## config.mk

```make
export PLATFORM = sky130hd
export DESIGN_NAME = digit_sum_seq
export DESIGN_NICKNAME = d
export VERILOG_FILES = /design/src/rtl/digit_sum_seq.sv
export SDC_FILE = /design/constraint.sdc
export NUM_CORES = 1
export LEC_CHECK = 0
export ABC_CLOCK_PERIOD_IN_PS = 2200
export CAP_MARGIN = 20
export CORE_MARGIN = 2
export CORE_UTILIZATION = 50
export CTS_BUF_LIST = sky130_fd_sc_hd__clkbuf_4
export CTS_CLUSTER_DIAMETER = 40
export DETAILED_ROUTE_END_ITERATION = 7
export GPL_TIMING_DRIVEN = 0
export PLACE_DENSITY = 0.73
export SLEW_MARGIN = 15
export SYNTH_ARGS = -nofsm -noshare
export SYNTH_HDL_FRONTEND = slang
export SYNTH_SLANG_ARGS = --single-unit
```

## constraint.sdc

```tcl
create_clock -name clk -period 2.2 [get_ports clk]
set_clock_uncertainty 0.15 [all_clocks]
set_input_delay 0.33 -clock clk [delete_from_list [all_inputs] [get_ports clk]]
set_output_delay 0.33 -clock clk [all_outputs]
set_load 0.05 [all_outputs]
```

## src/rtl/digit_sum_seq.sv

```systemverilog
// ---------------------------------------------------------------------------
// digit_sum_seq
//   Sequential digit-sum engine. A WIDTH-bit operand is captured on an
//   accepted start and its radix-2^DIGIT_W digits are summed one per clock,
//   least significant digit first. The loop stops as soon as the remaining
//   digits are all zero. In root mode the sum is fed back through the same
//   loop until it fits in a single digit.
//   This block is shared by the hex-digit-sum, popcount and digital-root
//   functions.
//
// Parameters
//   WIDTH    operand width in bits; must be a multiple of DIGIT_W
//   DIGIT_W  digit width in bits, 1..8 (4 = hex digits, 1 = popcount)
//
// Ports
//   clk    rising-edge clock
//   rst    synchronous active-high reset; aborts any job in flight
//   start  job request, taken only on an edge where ready is high
//   mode   0 = plain digit sum, 1 = digital root (sampled with start)
//   num    operand (sampled with start)
//   ready  high while idle
//   done   one-cycle pulse when sum is updated
//   sum    last result, held until the next done
// ---------------------------------------------------------------------------
module digit_sum_seq #(
    parameter  int WIDTH   = 32,
    parameter  int DIGIT_W = 4,
    localparam int NDIG    = WIDTH / DIGIT_W,
    localparam int SUM_W   = $clog2(NDIG * (2**DIGIT_W - 1) + 1)
) (
    input  logic             clk,
    input  logic             rst,
    input  logic             start,
    input  logic             mode,
    input  logic [WIDTH-1:0] num,
    output logic             ready,
    output logic             done,
    output logic [SUM_W-1:0] sum
);

    // The shift register must hold both the operand and an intermediate sum
    // fed back in root mode.
    localparam int SR_W = (WIDTH > SUM_W) ? WIDTH : SUM_W;

    if ((DIGIT_W < 1) || (DIGIT_W > 8) || ((WIDTH % DIGIT_W) != 0)) begin : g_bad_params
        $error("digit_sum_seq: DIGIT_W must be 1..8 and divide WIDTH");
    end

    typedef enum logic [1:0] {
        IDLE = 2'd0,
        ACC  = 2'd1,
        FIN  = 2'd2
    } state_t;

    state_t            state_reg;
    logic [SR_W-1:0]   sr_reg;
    logic [SUM_W-1:0]  acc_reg;
    logic              mode_reg;

    assign ready = (state_reg == IDLE);

    always_ff @(posedge clk) begin
        if (rst) begin
            state_reg <= IDLE;
            sr_reg    <= '0;
            acc_reg   <= '0;
            mode_reg  <= 1'b0;
            sum       <= '0;
            done      <= 1'b0;
        end else begin
            done <= 1'b0;
            case (state_reg)
                IDLE: begin
                    if (start) begin
                        sr_reg    <= SR_W'(num);
                        acc_reg   <= '0;
                        mode_reg  <= mode;
                        state_reg <= ACC;
                    end
                end

                ACC: begin
                    acc_reg <= acc_reg + SUM_W'(sr_reg[DIGIT_W-1:0]);
                    sr_reg  <= sr_reg >> DIGIT_W;
                    // Early exit: nothing non-zero left above the digit
                    // being added this cycle.
                    if ((sr_reg >> DIGIT_W) == '0) begin
                        state_reg <= FIN;
                    end
                end

                FIN: begin
                    // acc_reg is complete here. A value with any bit above
                    // the low digit is still more than one digit wide.
                    if (mode_reg && ((acc_reg >> DIGIT_W) != '0)) begin
                        sr_reg    <= SR_W'(acc_reg);
                        acc_reg   <= '0;
                        state_reg <= ACC;
                    end else begin
                        sum       <= acc_reg;
                        done      <= 1'b1;
                        state_reg <= IDLE;
                    end
                end

                default: begin
                    state_reg <= IDLE;
                end
            endcase
        end
    end

endmodule

```

==> summary.txt, run 1 <==
Run status
  – Status: completed

Clocking
  – Clock buffer depth: 2
  – H-tree depth: 2
  – Number of buffers created by CTS: 5
  – Clock-pin slew on the worst setup and hold paths: approximately 150 ps
  – Root Driver: clkbuf_4
  – Insertion delay to the later sink of the worst-skew pair: approximately 370 ps
  – CTS sink count: 50
  – CTS tree: done
  – Hold_buf cts: 0

Drt
  – Routed wire length: 6356 um
  – Via count of the routed design: around 2.4k
  – Drt pass-1 iters: 4
  – DR WL/cell: ~15 um
  – Antenna Violating Nets Remaining: 0
  – DR vias/cell: approximately 5.6
  – DRC viols: 0
  – Drt first-iter violations: about 170

Run
  – Maximum capacitance violations: 0

Finish
  – Fin area: about 3200 sq um
  – Fillers: approximately 460
  – Max FFs per register: 32
  – Ant diodes: 0
  – Fin cells: between 400 and 500
  – Final nets: around 400
  – Layout cells sized above 1: 8.683%
  – Area grow syn2layout: 25.24%

Timing
  – Final Max Slew Viols: 0
  – Hold Vio Cnt, Final: 0
  – Final setup viols: 0
  – F_max: 471.7 MHz
  – Max_slew headroom: between 50% and 60%
  – Final Cycle Share: 96.37%
  – Fin crit period: about 2100 ps
  – Unrepaired setup endpoints after global routing: true
  – Tightest Pin Transition: slightly above 600 ps
  – Setup Total Neg Slack: 0 ps

Place
  – IO Port Bufs: 44
  – Gpl congestion: just under 0.8
  – Area after DPL: ~3000 sq um
  – HPWL Detailed: 4623 um
  – Placed Instances: approximately 420

Yosys
  – Post-synth top cells: dfxtp_1, nand2_1, nor2_1
  – Yosys top cell area share: around two fifths
  – Post-synth top area cell: dfxtp_1
  – Post-synth EDFFs: 0
  – Seq/Total Area, Yosys: approximately 40%
  – Most common cell in the netlist: dfxtp_1
  – Area contributors post-synth: dfxtp_1, a311oi_1, nor2b_1
  – Library cells used by synthesis: 40
  – Syn avg cell area: between 8 and 9 sq um
  – Synthesized cell area: around 2600 sq um
  – Synth Warn #: 0
  – Post-synthesis cell count: about 300
  – Flops & latches, synth: 50
  – Top_reg_cell synth: dfxtp_1
  – Syn nets: 350
  – Ys async rst share: 0%

Floorplan
  – Core Footprint: ~5000 sq um
  – Rows: 26
  – Chip height: around 76 um
  – I/O pin count: 45
  – Chip Width: roughly 76 um
  – DIE AREA: 5714 sq um
  – Initial Utilization: 51.15%

Setup path
  – Worst-path maximum fanout: 10
  – Crit end category: register
  – Setup Crit Path Kind: reg -> reg
  – Critical path arrival: 2230 ps
  – Worst endpoint required time: 2310 ps
  – Critical Path Start Type: register
  – Worst R2R Setup Slack: around 80 ps

Min path
  – Hold WC Path Type: reg -> reg

Global routing
  – All-Layer GR Usage: a little under a quarter
  – Total gr overflow: 0
  – Largest net degree at the start of global routing: 16
  – Initial antenna violation count: 0
  – First-pass GRT wire length: 10510 um
  – Vias in the first global route: roughly 2.2k

Power
  – Overall power: ~2.6 mW
  – Leakage: 1.199 nW
  – Peak VDD IR: 0.0005067 V
  – Cell Pwr Density: between 800 and 900 nW/um^2
[worst paths after layout]
path         cells after the start          to         start
min reg2reg                      2      sum[3]        sum[3]
min                              2      sum[3]        sum[3]
max reg2reg                      7  sr_reg[16]  state_reg[0]
max                              7  sr_reg[16]  state_reg[0]
[cells in the final DEF (no fill, tap or decap), drive strengths merged, types with 2 or more instances in the layout]
cell type      synthesis  layout
a21oi                 23      23
a22oi                  5       5
a311oi                21      21
a32o                   3       3
and3                   2       2
buf                    9      12
clkbuf                15      18
clkdlybuf4s50          0      43
clkinv                 0       2
dfxtp                 50      50
ha                     9       9
inv                    5       5
mux2i                  3       3
nand2                 34      34
nand3                 11      11
nand3b                 4       4
nor2                  29      29
nor2b                 22      22
nor3                  21      21
nor3b                  2       2
nor4                   8       8
o211ai                 7       7
o21ai                  3       3
xor2                   2       2
[worst max-delay path, stage by stage (launching register included)]
cell and delay, ps:
dfxtp_2 380, inv_1 70, ha_1 240, nor2b_2 220, a211o_4 340, buf_2 200
a311oi_1 340, nor3_1 80
[power breakdown]
| group | total, mW | switching (mW) | internal [mW] |
|---|---|---|---|
| registers | 1.14 | 0.105 | 1.03 |
| logic | 0.945 | 0.539 | 0.406 |
| clock network | 0.537 | 0.301 | 0.236 |
| total | 2.62 | 0.945 | 1.68 |
[final cells by class]
class | instances | area, sq um | area share, %
clock inverters | 3 | 40.04 | 1.248
plain buffers | 23 | 135.1 | 4.211
clock buffers | 5 | 37.54 | 1.170
repair buffers | 46 | 466.7 | 14.54
inverters | 5 | 18.77 | 0.5848
multi-input cells | 225 | 1420 | 44.25
flip-flops and latches | 50 | 1003 | 31.27
well taps | 70 | 87.58 | 2.729
[what timing repair did]
item	in CTS	in global routing
gates resized for setup	4	12
endpoints found under the setup margin	11	41
buffers inserted	0	2
endpoints found under the hold margin	0	0
pin swaps	1	1
[cell families after synthesis]
kind of cell               Yosys count  share of synthesized area [%]
DFF                                 50                          39.06
xor gates and xnor gates             2                         0.6837
adders and majority gates           10                          5.176
AOI/OAI and AO/OA                   74                          22.17
muxes                                3                          1.172
and+or+nand+nor                    136                          25.88
buffers and inverters               29                          5.859
[per-layer routing]
| metal | GRT usage [%] | routed length, um | up-vias |
|---|---|---|---|
| li1 | - | - | 1207 |
| met1 | 34.81 | 3207 | 1130 |
| met2 | 37.58 | 2872 | 51 |
| met3 | 2.910 | 213 | 7 |
| met4 | 6.628 | 63 | 0 |
| met5 | 0 | 0 | - |
[metrics by stage]
| step | utilization, % | worst slack [ps] | hold slack [ps] |
|---|---|---|---|
| after floorplan | - | 11.93 | 290.6 |
| after global placement | 61.69 | -44.74 | 295.0 |
| after detailed placement | 61.69 | -58.57 | 295.6 |
| after CTS | 63.39 | 12.63 | 314.6 |
| after global routing | 64.06 | -6.106 | 346.8 |
| final | 64.06 | 79.80 | 313.4 |
No activity file was read; power rests on OpenSTA's default activity.
==> inputs of run 2 (changes only) <==
--- a/config.mk
+++ b/config.mk
@@ -7,13 +7,15 @@
 export LEC_CHECK = 0
 export ABC_CLOCK_PERIOD_IN_PS = 2200
 export CAP_MARGIN = 20
+export CELL_PAD_IN_SITES_DETAIL_PLACEMENT = 1
+export CELL_PAD_IN_SITES_GLOBAL_PLACEMENT = 2
 export CORE_MARGIN = 2
-export CORE_UTILIZATION = 50
+export CORE_UTILIZATION = 32
 export CTS_BUF_LIST = sky130_fd_sc_hd__clkbuf_4
 export CTS_CLUSTER_DIAMETER = 40
 export DETAILED_ROUTE_END_ITERATION = 7
 export GPL_TIMING_DRIVEN = 0
-export PLACE_DENSITY = 0.73
+export PLACE_DENSITY_LB_ADDON = 0.12
 export SLEW_MARGIN = 15
 export SYNTH_ARGS = -nofsm -noshare
 export SYNTH_HDL_FRONTEND = slang
==> run 2 against run 1 <==
Net effect: global-route usage decreased by 5.3 points; worst hold slack improved by 7.0 ps; setup slack improved by 27 ps; power increased by 8.6%; via count increased by 2.4%; core utilization decreased by 21 points; sequential cell count unchanged; non-clock buffer count decreased by 1; critical endpoint is now sr_reg[24]; first-iteration DRC count decreased by 56%; largest cell class unchanged.
==> summary.txt, run 2 (same netlist as run 1, synthesis figures left out) <==
Run status
  – Status: completed

Global routing
  – All-Layer GR Usage: around a fifth
  – Total gr overflow: 0
  – Largest net degree at the start of global routing: 16
  – First-pass GRT wire length: about 13000 um
  – Initial antenna violation count: 0
  – Vias in the first global route: 2449

Setup path
  – Setup Crit Path Kind: reg -> reg
  – Critical Path Source: state_reg[0]
  – Worst stage delay on the critical path: 380 ps
  – CP max-delay cell: dfxtp_2
  – Critical Path Start Type: register
  – Critical path arrival: 2190 ps
  – Worst endpoint required time: 2300 ps
  – Crit end category: register
  – Worst-path maximum fanout: 10
  – Reg2reg start: state_reg[0]
  – Worst path cell trace: inv_1 > ha_1 > nor2b_2 > a211o_4 > buf_4 > a311oi_2 > nor3_1

Finish
  – Area grow syn2layout: 30.08%
  – Fin area: ~3300 sq um
  – Storage element area: a little over 1000 sq um
  – Ant diodes: 0
  – Final nets: ~400
  – Area of the multi-input gates: about 1500 sq um
  – Commonest non-fill, non-tap cell in the layout: dfxtp_1
  – Layout cells sized above 1: a little under an eighth
  – Most frequent cells in the layout: dfxtp_1, clkdlybuf4s50_1, nand2_1
  – Max FFs per register: 32
  – Fillers: a little over 900

Drt
  – Routed wire length: between 7000 and 8000 um
  – Drt first-iter violations: 75
  – DR WL/cell: 17.24 um
  – Antenna Violating Nets Remaining: 0
  – DRC viols: 0
  – Via count of the routed design: 2452
  – Metal2 WL: approximately 3700 um
  – DR vias/cell: approximately 5.4
  – Top Layer Used: met4
  – Routed wl met3: 282 um
  – Drt pass-1 iters: 4
  – WL met1: 3876 um

Power
  – Pint: between 1.5 and 2 mW
  – Leakage: around 1.2 nW
  – Cell Pwr Density: between 800 and 900 nW/um^2
  – P_sw: a little over 1 mW
  – Clock group share of total power: a little under a quarter
  – Comb pwr share: between 30% and 40%
  – Sequential fraction of design power: 40.4%
  – Sw Share: a little over a third
  – Peak VDD IR: ~0.00026 V

Clocking
  – CTS tree: done
  – Number of buffers created by CTS: 5
  – CTS sink count: 50
  – Clock buffer depth: 2
  – Root Driver: clkbuf_4
  – Clock-pin slew on the worst setup and hold paths: ~160 ps
  – Insertion delay to the later sink of the worst-skew pair: about 380 ps
  – H-tree depth: 2

Timing
  – Final setup viols: 0
  – Fin crit period: approximately 2100 ps
  – Tightest Pin Transition: 609.4 ps
  – Final Cycle Share: approximately 95%
  – Hold slack: ~320 ps
  – Final Max Slew Viols: 0
  – F_max: roughly 480 MHz
  – Max_slew headroom: about three fifths
  – Hold Vio Cnt, Final: 0
  – Unrepaired setup endpoints after global routing: true

Floorplan
  – Chip Width: around 93 um
  – Rows: 32
  – I/O pin count: between 40 and 50
  – Core Footprint: just under 8000 sq um
  – Chip height: approximately 93 um
  – DIE AREA: approximately 9000 sq um
  – Initial Utilization: between 30% and 40%

Run
  – Maximum capacitance violations: 0

Place
  – IO Port Bufs: 44
  – Gpl congestion: 0.7474
  – Area after DPL: around 3100 sq um
  – HPWL Detailed: approximately 5800 um

Min path
  – Min-Delay Startpoint: sum[3]
  – Hold WC Path Type: reg -> reg
run 2: changes by cell type in the layout (fill, tap and decap cells not counted), sizes merged:
cell    change
clkinv      -1
bufinv      +1
clkbuf      +2
buf         -3
run 2: routing by layer:
| layer | vias up | global-route usage [%] |
|---|---|---|
| li1 | 1212 | - |
| met3 | 4 | 2.901 |
| met5 | - | 0 |
| met2 | 47 | 29.86 |
| met1 | 1189 | 26.70 |
| met4 | 0 | 3.676 |
run 2: layout make-up:
class / instances / share of cell area [%]
clock buffer: 5 / 1.126
buffer: 23 / 4.317
sequential: 50 / 30.18
timing repair buffer: 45 / 13.78
inverter: 5 / 0.5631
clock inverter: 3 / 1.914
tap: 102 / 3.829
multi-input combinational: 225 / 44.29
run 2: worst paths after layout:
check / end / slack, ps / cells past startpoint
min reg2reg: sum[3] / 320 / 2
max reg2reg: sr_reg[24] / 110 / 7
max: sr_reg[24] / 110 / 7
min: sum[3] / 320 / 2
run 2: power groups by stage:
| stage | Sequential, mW | Combinational, mW | Clock, mW |
|---|---|---|---|
| 2_1_floorplan | 1.13 | 0.659 | 0 |
| 3_3_place_gp | 1.16 | 0.937 | 0 |
| 3_5_place_dp | 1.17 | 0.948 | 0 |
| 4_1_cts | 1.15 | 0.964 | 0.688 |
| 5_1_grt | 1.17 | 1.14 | 0.727 |
| 6_report | 1.15 | 1.03 | 0.671 |
run 2: critical path: cells and delay by family, from the launching register on:
family,cells,cell delay (ps)
buffers and inverters,2,280
adder cells (fa/ha/maj),1,240
AO/OA/AOI/OAI,2,640
flip-flops,1,380
AND/OR/NAND/NOR,2,290
run 2: repair_timing:
action,in CTS,in global routing
gates resized for setup,10,21
setup endpoints to repair,35,47
pin swaps,1,2
hold buffers,0,0
buffers inserted,0,1
run 2: stage by stage:
stage	utilization [%]	power, mW	instances	setup TNS [ps]	worst slack [ps]
floorplan	-	1.790	304	0	11.93
global placement	40.51	2.096	450	-1098	-158.7
detailed placement	40.51	2.113	450	-1732	-180.6
CTS	42.08	2.800	458	0	19.74
global route	43.13	3.031	458	-3.307	-3.307
finish	43.13	2.847	458	0	106.3
